## src/rtl/rr_req_shaper.sv

```systemverilog
// rr_req_shaper: requester-side front end for a round-robin arbiter.
// Buffers per-sender entries in small FIFOs, drives req from occupancy,
// forwards the granted head entry one cycle after a valid grant, and
// keeps sticky error flags on arbiter misbehaviour.
// Ports:
//   clk, rst          clock, synchronous active-high reset
//   push_valid/data   per-sender entry offer (data at [i*DW +: DW])
//   push_ready        per-sender FIFO has room
//   req / gnt         request vector out, grant vector in (comb from req)
//   out_valid/id/data granted entry, registered
//   err_onehot        sticky: gnt had more than one bit set
//   err_spur          sticky: grant bit without matching request
//   err_starve        sticky: a request waited N cycles without grant
//   starve_id         first sender that tripped err_starve
module rr_req_shaper #(
    parameter int N     = 10,
    parameter int DEPTH = 4,
    parameter int DW    = 8,
    parameter int IDW   = (N > 1) ? $clog2(N) : 1,
    parameter int CW    = $clog2(DEPTH + 1),
    parameter int WW    = $clog2(N) + 1
) (
    input  logic            clk,
    input  logic            rst,
    input  logic [N-1:0]    push_valid,
    input  logic [N*DW-1:0] push_data,
    output logic [N-1:0]    push_ready,
    output logic [N-1:0]    req,
    input  logic [N-1:0]    gnt,
    output logic            out_valid,
    output logic [IDW-1:0]  out_id,
    output logic [DW-1:0]   out_data,
    output logic            err_onehot,
    output logic            err_spur,
    output logic            err_starve,
    output logic [IDW-1:0]  starve_id
);

    localparam int PW = (DEPTH > 1) ? $clog2(DEPTH) : 1;

    logic [DW-1:0] mem    [N][DEPTH];
    logic [PW-1:0] rd_ptr [N];
    logic [PW-1:0] wr_ptr [N];
    logic [CW-1:0] cnt    [N];
    logic [WW-1:0] wait_cnt [N];

    logic [N-1:0]   push;
    logic [N-1:0]   pop;
    logic [N-1:0]   gv;
    logic [N-1:0]   trip;
    logic           gv_one;
    logic           multi;
    logic           spur;
    logic [IDW-1:0] gnt_idx;
    logic [DW-1:0]  head;
    logic [IDW-1:0] starve_idx;

    function automatic logic [PW-1:0] ptr_inc(input logic [PW-1:0] p);
        // Pointers wrap at DEPTH, which need not be a power of two.
        if (p == PW'(DEPTH - 1))
            return '0;
        return p + PW'(1);
    endfunction

    always_comb begin
        for (int i = 0; i < N; i++) begin
            push_ready[i] = (cnt[i] < CW'(DEPTH));
            req[i]        = (cnt[i] != '0);
        end
    end

    // Spurious bits are masked off; a lone remaining valid bit is still
    // honoured. Raw multi-bit grants only raise the error flag.
    always_comb begin
        gv     = gnt & req;
        spur   = |(gnt & ~req);
        multi  = (gnt & (gnt - N'(1))) != '0;
        gv_one = (gv != '0) && ((gv & (gv - N'(1))) == '0);
        push   = push_valid & push_ready;
        pop    = gv_one ? gv : '0;
    end

    always_comb begin
        gnt_idx = '0;
        head    = '0;
        for (int i = 0; i < N; i++) begin
            if (pop[i]) begin
                gnt_idx = IDW'(i);
                head    = mem[i][rd_ptr[i]];
            end
        end
    end

    // Descending scan so the lowest tripping index wins.
    always_comb begin
        starve_idx = '0;
        for (int i = 0; i < N; i++) begin
            trip[i] = req[i] && !gnt[i]
                   && (wait_cnt[i] == WW'(N - 1));
        end
        for (int i = N - 1; i >= 0; i--) begin
            if (trip[i])
                starve_idx = IDW'(i);
        end
    end

    always_ff @(posedge clk) begin
        for (int i = 0; i < N; i++) begin
            if (push[i])
                mem[i][wr_ptr[i]] <= push_data[i*DW +: DW];
        end
    end

    always_ff @(posedge clk) begin
        if (rst) begin
            for (int i = 0; i < N; i++) begin
                rd_ptr[i]   <= '0;
                wr_ptr[i]   <= '0;
                cnt[i]      <= '0;
                wait_cnt[i] <= '0;
            end
            out_valid  <= 1'b0;
            out_id     <= '0;
            out_data   <= '0;
            err_onehot <= 1'b0;
            err_spur   <= 1'b0;
            err_starve <= 1'b0;
            starve_id  <= '0;
        end else begin
            for (int i = 0; i < N; i++) begin
                if (push[i])
                    wr_ptr[i] <= ptr_inc(wr_ptr[i]);
                if (pop[i])
                    rd_ptr[i] <= ptr_inc(rd_ptr[i]);
                cnt[i] <= cnt[i] + CW'(push[i]) - CW'(pop[i]);
                if (!req[i] || gnt[i])
                    wait_cnt[i] <= '0;
                else if (wait_cnt[i] != WW'(N))
                    wait_cnt[i] <= wait_cnt[i] + WW'(1);
            end
            out_valid <= gv_one;
            if (gv_one) begin
                out_id   <= gnt_idx;
                out_data <= head;
            end
            if (multi)
                err_onehot <= 1'b1;
            if (spur)
                err_spur <= 1'b1;
            if (|trip) begin
                err_starve <= 1'b1;
                if (!err_starve)
                    starve_id <= starve_idx;
            end
        end
    end

endmodule

```

## config.mk

```make
export PLATFORM = sky130hd
export DESIGN_NAME = rr_req_shaper
export DESIGN_NICKNAME = d
export VERILOG_FILES = /design/src/rtl/rr_req_shaper.sv
export SDC_FILE = /design/constraint.sdc
export NUM_CORES = 1
export LEC_CHECK = 0
export ABC_AREA = 1
export CAP_MARGIN = 20
export CORE_MARGIN = 10
export CORE_UTILIZATION = 55
export CTS_CLUSTER_DIAMETER = 80
export DETAILED_ROUTE_END_ITERATION = 16
export PLACE_DENSITY = 0.75
export SLEW_MARGIN = 30
export SYNTH_ARGS = -nofsm -noshare
export SYNTH_HDL_FRONTEND = slang
export SYNTH_SLANG_ARGS = --single-unit
```

## constraint.sdc

```tcl
create_clock -name clk -period 4.1 [get_ports clk]
set_clock_uncertainty 0.15 [all_clocks]
set_input_delay 0.41 -clock clk [delete_from_list [all_inputs] [get_ports clk]]
set_output_delay 0.41 -clock clk [all_outputs]
set_load 0.005 [all_outputs]
```

After elaboration in Yosys (flattened, before gate mapping)
Memories as Yosys holds them, arrays and structs flattened.
Index checks and enable logic that the tools add are counted.
- register bits: 20
- memory bits (writable): 440
- bits of input ports: 102
- output and inout port bits: 40
- word-level logic and storage cells: 711
- memories: 5
- memories (name ; words ; bits a word ; rd ports ; clocked after memory_dff ; write ports ; line ; RTL):
    mem ; 10 ; 32 ; 10 ; 0 ; 10 ; 41 ; logic [DW-1:0] mem [N][DEPTH];
    wait_cnt ; 10 ; 5 ; 10 ; 0 ; 10 ; 45 ; logic [WW-1:0] wait_cnt [N];
    cnt ; 10 ; 3 ; 10 ; 0 ; 10 ; 44 ; logic [CW-1:0] cnt [N];
    rd_ptr ; 10 ; 2 ; 10 ; 0 ; 10 ; 42 ; logic [PW-1:0] rd_ptr [N];
    wr_ptr ; 10 ; 2 ; 10 ; 0 ; 10 ; 43 ; logic [PW-1:0] wr_ptr [N];
- add/sub/neg operators: 52
- $lt $le $gt $ge: 40
- eq/ne operators: 40
- mux-type cells: 413
- bitwise gates (word level): 77
- reduce and logical (&&, ||, !) cells: 77
- operators by type and width (cell ; count):
    two-way mux 32 bit ; 10
    two-way mux 8 bit ; 40
    two-way mux 2 bit ; 100
    two-way mux 1 bit ; 194
    binary-select mux 8 bit (select 2 bit) ; 10
    demux 8 bit (select 2 bit) ; 10
    two-way mux 5 bit ; 20
    two-way mux 4 bit ; 18
    >= comparator 3 bit, second input constant ; 20
    NOT 2 -> 3 bit ; 20
    adder 5 x 1 -> 5 bit, second input constant ; 10
    AND 10 bit ; 5
    equality test 5 x 4 -> 1 bit, second input constant ; 10
    inequality test 5 x 4 -> 1 bit, second input constant ; 10
    bitwise OR 1 bit ; 50
    adder 2 x 1 -> 2 bit, second input constant ; 20
    equality test 2 bit, second input constant ; 20
    logical AND 1 bit ; 31
    adder 3 x 1 -> 3 bit ; 10
    < comparator 3 x 1 -> 1 bit, second input constant ; 10
    < comparator 3 bit, second input constant ; 10
    two-way mux 3 bit ; 10
    nonzero test 3 bit ; 10
    subtractor 3 x 1 -> 3 bit ; 10
    10 further kinds ; 41

Logic depth before layout (Yosys ltp)
Gate-level depths: netlist of run 1.
An unclocked memory read counts as a cell.
- depth after elaboration: 18
- mapped depth: 21
- gate-level depth less buffers: 21

Least setup slack after synthesis of run 1
OpenSTA, ideal clock, no wires.
- kind: register to register
- start: memory cnt[3][2] in the netlist's numbering
- end: memory cnt[0][2] in the netlist's numbering
- library setup time: 0.120 ns
- arrival time: 2.865 ns
- required time: 3.830 ns
- setup slack: 0.965 ns
- cell stages (with the launch flop): 20
- path buffers: 1
- clock period less this slack: 3.135 ns
- path through: dfxtp_1 > nor2_2 > nand2_2 > nand2_4 > nand2_1 > nor2_1 > nand2_1 > o21ai_2 > nand2_2 > nand2_8 > clkbuf_1 > nor2_1 > ha_1 > inv_1 > ha_1 > inv_1 > fa_1 > xor2_1 > o21ai_0 > a21oi_1
- RTL lines (item ; line):
    start: declaration ; 44

==> flow_summary_export.csv, run 1 <==
group,metric,value,unit
run_status,status,"finished, final reports clean",
pwr,p_leak,0.00947,uW
floorplan,rows,71,
route,routed_wl,49400,um
sta,relSlewSlack,0.417,
pwr,powerDensity,602,nW/um^2
synthesis,syn_inst,1909,
job,max-cap-violations,0,
floorplan,coreArea,37700,sq um
sta,fmax,0.287,GHz
placement,pre_cts_slack,233,ps
route,first_pass_iters,5,
grt,antenna_found_initial,2,
sta,setup_slack,610,ps
pwr,pwr-share-comb,0.304,
clock_tree,cts_resized,0,
clock_tree,cts_hold_buf,0,
synthesis,synthDistinctLibCells,42,
grt,grt_pass1_vias,14200,
route,drc,0,
setup_path,crit_family,"simple AND/OR/NAND/NOR gates",
synthesis,yosysMostFrequentCell,"edfxtp_1",
route,drt_iter0_drc,1336,
synthesis,synth_edf_count,410,
sta,period_minus_slack,3490,ps
placement,routabilityCongestion,0.861,
final_layout,area_growth,15.7,%
clock_tree,post_cts_buffers,0,
pwr,switching_share,0.352,
pwr,p_clk_frac,0.265,
floorplan,start_util,0.558,
setup_path,worstPathRequired,4420,ps
setup_path,critPathSlowestCell,"fa_1",
route,wl_per_cell,19.0,um
synthesis,synth_top_area_share,0.586,
pwr,p_seq_frac,0.432,
clock_tree,numCtsBuffers,47,
grt,grt_pass1_wl,76900,um
sta,final_hold_viol_count,0,
grt,grt_max_degree,33,
route,vias_per_cell,5.49,
synthesis,synth.top_cells.by_count,"edfxtp_1, nor2_1, inv_1, nand2_1, o21ai_0",
synthesis,yosys_most_used_dff,"edfxtp_1",
setup_path,critPathBufInv,5,
setup_path,crit_arrival,3810,ps
route,postRouteAntennaNets,0,
synthesis,mappedNetlistArea,21000,sq um
sta,period_share,0.851,
sta,drv_slew,0,
sta,worst_pin_slew,871,ps
pwr,total_power,14600,uW
setup_path,cp_max_fo,27,
setup_path,critPathLaunchType,"register",
synthesis,synth.avg_cell_area,11.0,sq um
setup_path,critPathMaxStageDelay,400,ps
grt,grt_overflow,0,
final_layout,nets,2271,
synthesis,yosysTopAreaCell,"edfxtp_1",
setup_path,crit_chain,"nor2_1 -> nand2_1 -> nand2_4 -> inv_2 -> nor2_1 -> nand2_1 -> nand2_1 -> nand3_2 -> nor2_8 -> nand2_8 -> inv_2 -> nand2_4 -> inv_4 -> ha_1 -> inv_1 -> ha_1 -> inv_1 -> fa_1 -> xor2_1 -> o21ai_0 -> a21oi_1",
route,num_vias,14300,
clock_tree,cts_tree,"built",
setup_path,critPathKind,"register to register",
placement,port_buffers,141,
synthesis,synth_warnings,0,
synthesis,synth_area_leaders,"edfxtp_1, nor2_1, ha_1",
synthesis,synth.net_count,2121,
floorplan,die-width,215,um
setup_path,cp_common_cell,"nand2_1",
synthesis,ys_ff_latch,460,
clock_tree,htree_levels,2,
clock_tree,clk_pin_slew,60,ps
synthesis,async_flop_share,0,
setup_path,worstSetupEndpointType,"register",
clock_tree,clockBufferDepth,3,
pwr,peakVddDrop,0.409,mV
grt,grt.total_usage,0.208,
pwr,internal_power,9480,uW
synthesis,ys_seq_area_frac,0.634,
sta,hold_slack,316,ps
clock_tree,clock-root-buffer,"clkbuf_16",
final_layout,drive_above_1_share,0.0573,
sta,final.setup.tns,0,ps
placement,place.detailed.hpwl,35800,um
floorplan,boundaryPins,142,
sta,setup_viol,0,
clock_tree,cts_sinks,460,
hold_path,hold_class,"primary input to register",
floorplan,die_h,215,um
pwr,switchingPower,5160,uW
floorplan,die-area,46400,sq um
sta,rsz0062_at_grt,"no",
final_layout,fillers,2961,
clock_tree,clock_latency,580,ps
[final timing paths]
path	from	end	slack (ps)	cells after the start
min	push_data[68]	mem[8][12]$_DFFE_PP_	320	1
max reg2reg	cnt[0][2]$_SDFF_PP0_	cnt[6][2]$_SDFF_PP0_	610	21
min reg2reg	starve_id[2]$_SDFFE_PP0P_	starve_id[2]$_SDFFE_PP0P_	320	2
max	cnt[0][2]$_SDFF_PP0_	cnt[6][2]$_SDFF_PP0_	610	21
[sequential cells by signal, indices dropped and copies added, names as in the netlist, 4 cells and up]
| signal | cells |
|---|---|
| mem | 320 |
| rd_ptr | 20 |
| wr_ptr | 20 |
| cnt | 30 |
| out_id | 4 |
| wait_cnt | 50 |
| starve_id | 4 |
| out_data | 8 |
[power by group through the flow]
stage	registers (uW)	logic, uW	clock network [uW]
after floorplan	6220	2890	0
after global placement	6370	4210	0
after detailed placement	6400	4390	0
after CTS	6310	4420	3930
after global routing	6390	4930	4110
final	6310	4450	3870
[logic make-up (layout without fill, tap and decap cells)]
| kind of cell | after synthesis | after routing | share of synthesized area |
|---|---|---|---|
| buf+inv | 305 | 490 | 0.0549 |
| xor+xnor | 30 | 30 | 0.0125 |
| simple gates | 713 | 713 | 0.149 |
| compound gates | 291 | 291 | 0.0802 |
| other cells | 0 | 1 | 0 |
| fa+ha+maj | 110 | 110 | 0.0691 |
| flops | 460 | 460 | 0.634 |
[metrics by stage]
step	utilization	area [sq um]	cells
2_1_floorplan	-	21000	1909
3_3_place_gp	0.609	22900	2521
3_5_place_dp	0.609	22900	2521
4_1_cts	0.645	24300	2605
5_1_grt	0.645	24300	2606
6_report	0.645	24300	2606
[final cells by class]
cell class | count | area (sq um) | area share
Inverter | 256 | 963 | 0.0396
Clock inverter | 27 | 141 | 0.00582
Clock buffer | 57 | 1230 | 0.0508
Antenna cell | 1 | 2.50 | 0.000103
Tap cell | 511 | 639 | 0.0263
Timing Repair Buffer | 150 | 1480 | 0.0608
Multi-Input combinational cell | 1144 | 6540 | 0.269
Sequential cell | 460 | 13300 | 0.548
[routing by layer]
| metal | wire [um] | track usage |
|---|---|---|
| met3 | 2960 | 0.0355 |
| met5 | 11 | 0 |
| met4 | 1480 | 0.0723 |
| met1 | 20400 | 0.261 |
| met2 | 24500 | 0.358 |
[cell usage in the layout (no fill, tap or decap), types with 4 or more instances in the layout]
cell type	count
edfxtp_1	410
nor2_1	361
inv_1	247
nand2_1	193
o21ai_0	155
clkdlybuf4s50_1	141
ha_1	100
o22ai_1	64
nand3_1	56
nand4_1	50
dfxtp_1	50
clkbuf_16	48
a21oi_1	44
xor2_1	26
clkinv_1	14
nand2_2	10
nor3b_1	10
fa_1	10
clkbuf_1	9
buf_4	9
inv_2	8
a32o_1	8
clkinv_2	8
nand2_4	7
nor3_1	7
a221oi_2	5
nor2_2	4
nor2_4	4
xnor2_1	4
Note: power is estimated with default switching activity, not from simulation.
==> inputs of run 2 (changes only) <==
--- a/config.mk
+++ b/config.mk
@@ -11,8 +11,7 @@
 export CORE_UTILIZATION = 55
 export CTS_CLUSTER_DIAMETER = 80
 export DETAILED_ROUTE_END_ITERATION = 16
-export PLACE_DENSITY = 0.75
-export SLEW_MARGIN = 30
+export PLACE_DENSITY = 0.77
 export SYNTH_ARGS = -nofsm -noshare
 export SYNTH_HDL_FRONTEND = slang
 export SYNTH_SLANG_ARGS = --single-unit
==> run 2 against run 1 <==
Net effect:
- critical path depth stayed put
- first-iteration DRC count rose by 11%
- critical path type unchanged
- clock power increased by 11%
- global-route usage grew 0.15 points
- cell count grew 0.15%
- flip-flop and latch count did not move
- highest routed layer is now met4
- total power up 2.6%
- via count grew 1.4%
- final area is 0.74% higher
- non-clock buffer count grew 1
- core utilization grew 0.48 points
==> flow_summary_export.csv, run 2 (synthesis gave the netlist of run 1 again) <==
group,metric,value,unit
placement,place.detailed.hpwl,35400,um
final_layout,nets,2272,
grt,grt_pass1_wl,77700,um
hold_path,hold_start,"push_data[66]",
sta,final.setup.tns,0,ps
route,first_pass_iters,11,
final_layout,final_common_cell,"edfxtp_1",
placement,placed_cells,2522,
pwr,p_leak,0.00957,uW
setup_path,worstPathRequired,4410,ps
clock_tree,clock-root-buffer,"clkbuf_16",
setup_path,crit_arrival,3780,ps
clock_tree,cts_hold_buf,0,
clock_tree,cts_resized,0,
sta,final_hold_viol_count,0,
clock_tree,post_cts_buffers,0,
run_status,status,"finished, final reports clean",
route,drc,0,
sta,relSlewSlack,0.437,
final_layout,largest_register_ffs,320,
setup_path,critPathKind,"register to register",
sta,worst_pin_slew,842,ps
sta,rsz0062_at_grt,"no",
floorplan,rows,71,
floorplan,die-width,215,um
floorplan,die-area,46400,sq um
sta,setup_viol,0,
final_layout,fin_cells,2610,
grt,grt_pass1_vias,14400,
pwr,powerDensity,613,nW/um^2
setup_path,rr_endpoint,"cnt[6][2]$_SDFF_PP0_",
clock_tree,numCtsBuffers,47,
final_layout,multi_input_area,6540,sq um
floorplan,boundaryPins,142,
route,wl_per_cell,18.9,um
setup_path,crit_start,"cnt[1][1]$_SDFF_PP0_",
grt,grt.total_usage,0.210,
pwr,peakVddDrop,0.435,mV
final_layout,fin_util,0.650,
setup_path,cp_max_fo,27,
route,routed_wl,49400,um
sta,hold_slack,313,ps
floorplan,coreArea,37700,sq um
floorplan,start_util,0.558,
route,drt_iter0_drc,1480,
placement,routabilityCongestion,0.861,
setup_path,worstSetupEndpoint,"cnt[6][2]$_SDFF_PP0_",
setup_path,worstReg2RegStart,"cnt[1][1]$_SDFF_PP0_",
final_layout,area_growth,16.6,%
setup_path,worstSetupEndpointType,"register",
clock_tree,cts_sinks,460,
final_layout,regArea,13300,sq um
grt,grt_max_degree,33,
route,num_vias,14500,
grt,grt_overflow,0,
route,vias_per_cell,5.56,
route,postRouteAntennaNets,0,
setup_path,ff2ff_path_depth,21,
clock_tree,clockBufferDepth,3,
sta,period_share,0.847,
floorplan,die_h,215,um
clock_tree,clock_latency,590,ps
clock_tree,clk_pin_slew,60,ps
setup_path,r2r_setup_slack,630,ps
final_layout,drive_above_1_share,0.0624,
sta,drv_slew,0,
sta,fmax,0.288,GHz
job,max-cap-violations,0,
clock_tree,cts_tree,"built",
clock_tree,htree_levels,2,
hold_path,hold_class,"primary input to register",
final_layout,fillers,2848,
placement,port_buffers,141,
sta,period_minus_slack,3470,ps
grt,antenna_found_initial,1,
pwr,total_power,15000,uW
final_layout,layout_common_cells,"edfxtp_1, nor2_1, inv_1",
setup_path,critPathLaunchType,"register",
## run 2: stage by stage
step / setup slack, ps / area, sq um
floorplan: 965 / 21000
global placement: 326 / 22900
detailed placement: 241 / 22900
CTS: 650 / 24500
global route: 337 / 24500
finish: 629 / 24500
## run 2: cell type report
| type | count | area share |
|---|---|---|
| diodes | 1 | 0.000102 |
| inverters | 256 | 0.0393 |
| well taps | 511 | 0.0261 |
| repair buffers | 151 | 0.0607 |
| clock buffers | 67 | 0.0552 |
| multi-input cells | 1144 | 0.267 |
| flip-flops and latches | 460 | 0.544 |
| clock inverters | 20 | 0.00802 |
## run 2: worst min path at each step
stage	end	slack (ps)	cells past startpoint
finish	mem[8][2]$_DFFE_PP_	310	1
detailed placement	starve_id[2]$_SDFFE_PP0P_	310	2
CTS	mem[4][18]$_DFFE_PP_	290	1
global route	mem[6][0]$_DFFE_PP_	310	1
floorplan	cnt[0][2]$_SDFF_PP0_	290	1
global placement	cnt[0][2]$_SDFF_PP0_	300	1
## run 2: power by group
group,total (uW),switching (uW),internal (uW)
clock network,4280,1780,2490
logic,4400,2930,1480
registers,6330,465,5860
total,15000,5170,9830
## run 2: routing by layer
layer	part of all wire	vias up	global-route usage	wire (um)
met5	0	-	0	0
met4	0.027	0	0.0720	1340
met3	0.070	97	0.0333	3470
met2	0.50	550	0.357	24600
met1	0.40	6994	0.268	20000
li1	-	6860	-	-
## run 2: worst max-delay path: stages (launching register included)
cell and delay (ps):
dfxtp_1 340, nor2_1 90, nand2_1 190, nand2_4 170, inv_2 100, nand2_1 90
nand2_1 60, nor2_2 150, nand3_4 110, nor2_8 130, nand2_8 190, inv_2 120
nand2_4 80, inv_4 130, ha_1 240, inv_1 60, ha_1 130, inv_1 50
fa_1 390, xor2_1 160, o21ai_0 150, a21oi_1 60
==> inputs of run 3 (changes only) <==
==> constraint.sdc (replaced) <==
create_clock -name clk -period 3.62 [get_ports clk]
set_clock_uncertainty 0.15 [all_clocks]
set_input_delay 0.362 -clock clk [delete_from_list [all_inputs] [get_ports clk]]
set_output_delay 0.362 -clock clk [all_outputs]
set_load 0.005 [all_outputs]
==> run 3 against run 2 <==
Net effect:
- non-clock buffer count up 22
- sequential power grew 12%
- fmax is 5.7% higher
- flip-flop and latch count stayed put
- routed wire length increased by 1.1%
- clock power rose by 6.1%
- via count grew 0.21%
- largest power group unchanged
- highest routed layer unchanged
==> flow_summary_export.csv, run 3 (synthesis gave the netlist of run 1 again) <==
group,metric,value,unit
sta,final.setup.tns,0,ps
grt,antenna_found_initial,0,
clock_tree,clockBufferDepth,3,
grt,grt_pass1_wl,78100,um
sta,drv_slew,0,
clock_tree,clk_pin_slew,60,ps
floorplan,coreArea,37700,sq um
floorplan,die-area,46400,sq um
final_layout,antenna_cells,0,
clock_tree,clock-root-buffer,"clkbuf_16",
floorplan,start_util,0.558,
grt,grt_overflow,0,
route,wl_met2,24900,um
sta,setup_viol,0,
sta,fmax,0.304,GHz
route,first_pass_iters,5,
setup_path,worstSetupEndpointType,"register",
sta,period_minus_slack,3290,ps
job,max-cap-violations,0,
grt,grt_max_degree,33,
pwr,peakVddDrop,0.458,mV
final_layout,fillers,2886,
setup_path,critPathMaxStageDelay,400,ps
pwr,p_leak,0.00961,uW
route,met1_length,20100,um
setup_path,crit_family,"simple AND/OR/NAND/NOR gates",
setup_path,worstPathRequired,3930,ps
clock_tree,cts_hold_buf,0,
clock_tree,cts_sinks,460,
floorplan,die-width,215,um
setup_path,critPathLaunchType,"register",
floorplan,boundaryPins,142,
route,drc,0,
setup_path,cp_max_fo,15,
setup_path,critPathSlowestCell,"fa_1",
placement,routabilityCongestion,0.876,
pwr,total_power,16900,uW
hold_path,hold_class,"primary input to register",
floorplan,die_h,215,um
grt,grt.total_usage,0.212,
clock_tree,clock_latency,580,ps
final_layout,drive_above_1_share,0.0684,
setup_path,critPathKind,"register to register",
clock_tree,htree_levels,2,
route,drt_iter0_drc,1423,
setup_path,critPathBufInv,4,
final_layout,nets,2294,
final_layout,largest_register_ffs,320,
placement,place.detailed.hpwl,36100,um
route,wl_met3,3550,um
setup_path,cp_common_cell,"nand2_2",
final_layout,layout_common_cells,"edfxtp_1, nor2_1, inv_1",
final_layout,area_growth,16.8,%
grt,grt_pass1_vias,14300,
run_status,status,"finished, final reports clean",
clock_tree,cts_tree,"built",
sta,final_hold_viol_count,0,
final_layout,final_common_cell,"edfxtp_1",
sta,relSlewSlack,0.378,
sta,period_share,0.907,
clock_tree,numCtsBuffers,47,
floorplan,rows,71,
sta,rsz0062_at_grt,"no",
placement,port_buffers,141,
route,vias_per_cell,5.53,
setup_path,crit_chain,"nor2_2 -> nand2_2 -> nand2_2 -> nand2_1 -> nor2_1 -> nand2_1 -> nand2_2 -> nand3_4 -> nor2_8 -> nand2_8 -> inv_2 -> nand2_4 -> inv_4 -> ha_1 -> inv_1 -> ha_1 -> inv_1 -> fa_1 -> xor2_1 -> o21ai_0 -> a21oi_1",
sta,worst_pin_slew,930,ps
route,wl_per_cell,19.0,um
route,postRouteAntennaNets,0,
route,routed_wl,49900,um
setup_path,crit_arrival,3600,ps
clock_tree,post_cts_buffers,0,
clock_tree,cts_resized,0,
route,maxUsedRoutingLayer,"met4",
pwr,powerDensity,690,nW/um^2
route,num_vias,14500,
[run 3: through the flow]
step	area [sq um]	instances	util	hold WS [ps]	setup WS (ps)
floorplan	21000	1909	-	294	485
global placement	23100	2544	0.613	302	73.2
detailed placement	23100	2544	0.613	311	15.3
CTS	24500	2630	0.651	243	330
global route	24500	2630	0.651	256	24.0
finish	24500	2630	0.651	262	335
[run 3: cell type report]
type | count | area, sq um | share of cell area
sequential | 460 | 13300 | 0.543
timing repair buffer | 173 | 1650 | 0.0673
clock inverter | 20 | 143 | 0.00582
tap | 511 | 639 | 0.0261
multi-input combinational | 1144 | 6540 | 0.267
clock buffer | 66 | 1280 | 0.0521
inverter | 256 | 963 | 0.0393
[run 3: final timing paths]
path	cells past startpoint	slack, ps	endpoint	startpoint
worst max-delay path	21	330	cnt[6][2]$_SDFF_PP0_	cnt[2][2]$_SDFF_PP0_
worst max register to register	21	330	cnt[6][2]$_SDFF_PP0_	cnt[2][2]$_SDFF_PP0_
worst min register to register	2	320	starve_id[2]$_SDFFE_PP0P_	starve_id[2]$_SDFFE_PP0P_
worst min-delay path	1	260	mem[7][5]$_DFFE_PP_	push_data[61]
[run 3: report_power, final]
group	switching, uW	internal (uW)	total (uW)
clock network	1990	2540	4540
registers	483	6640	7120
logic	3470	1790	5250
[run 3: layer usage]
| layer | vias up | track usage |
|---|---|---|
| met5 | - | 0 |
| met4 | 0 | 0.0650 |
| met3 | 79 | 0.0383 |
| met2 | 515 | 0.363 |
| met1 | 7028 | 0.268 |
| li1 | 6910 | - |
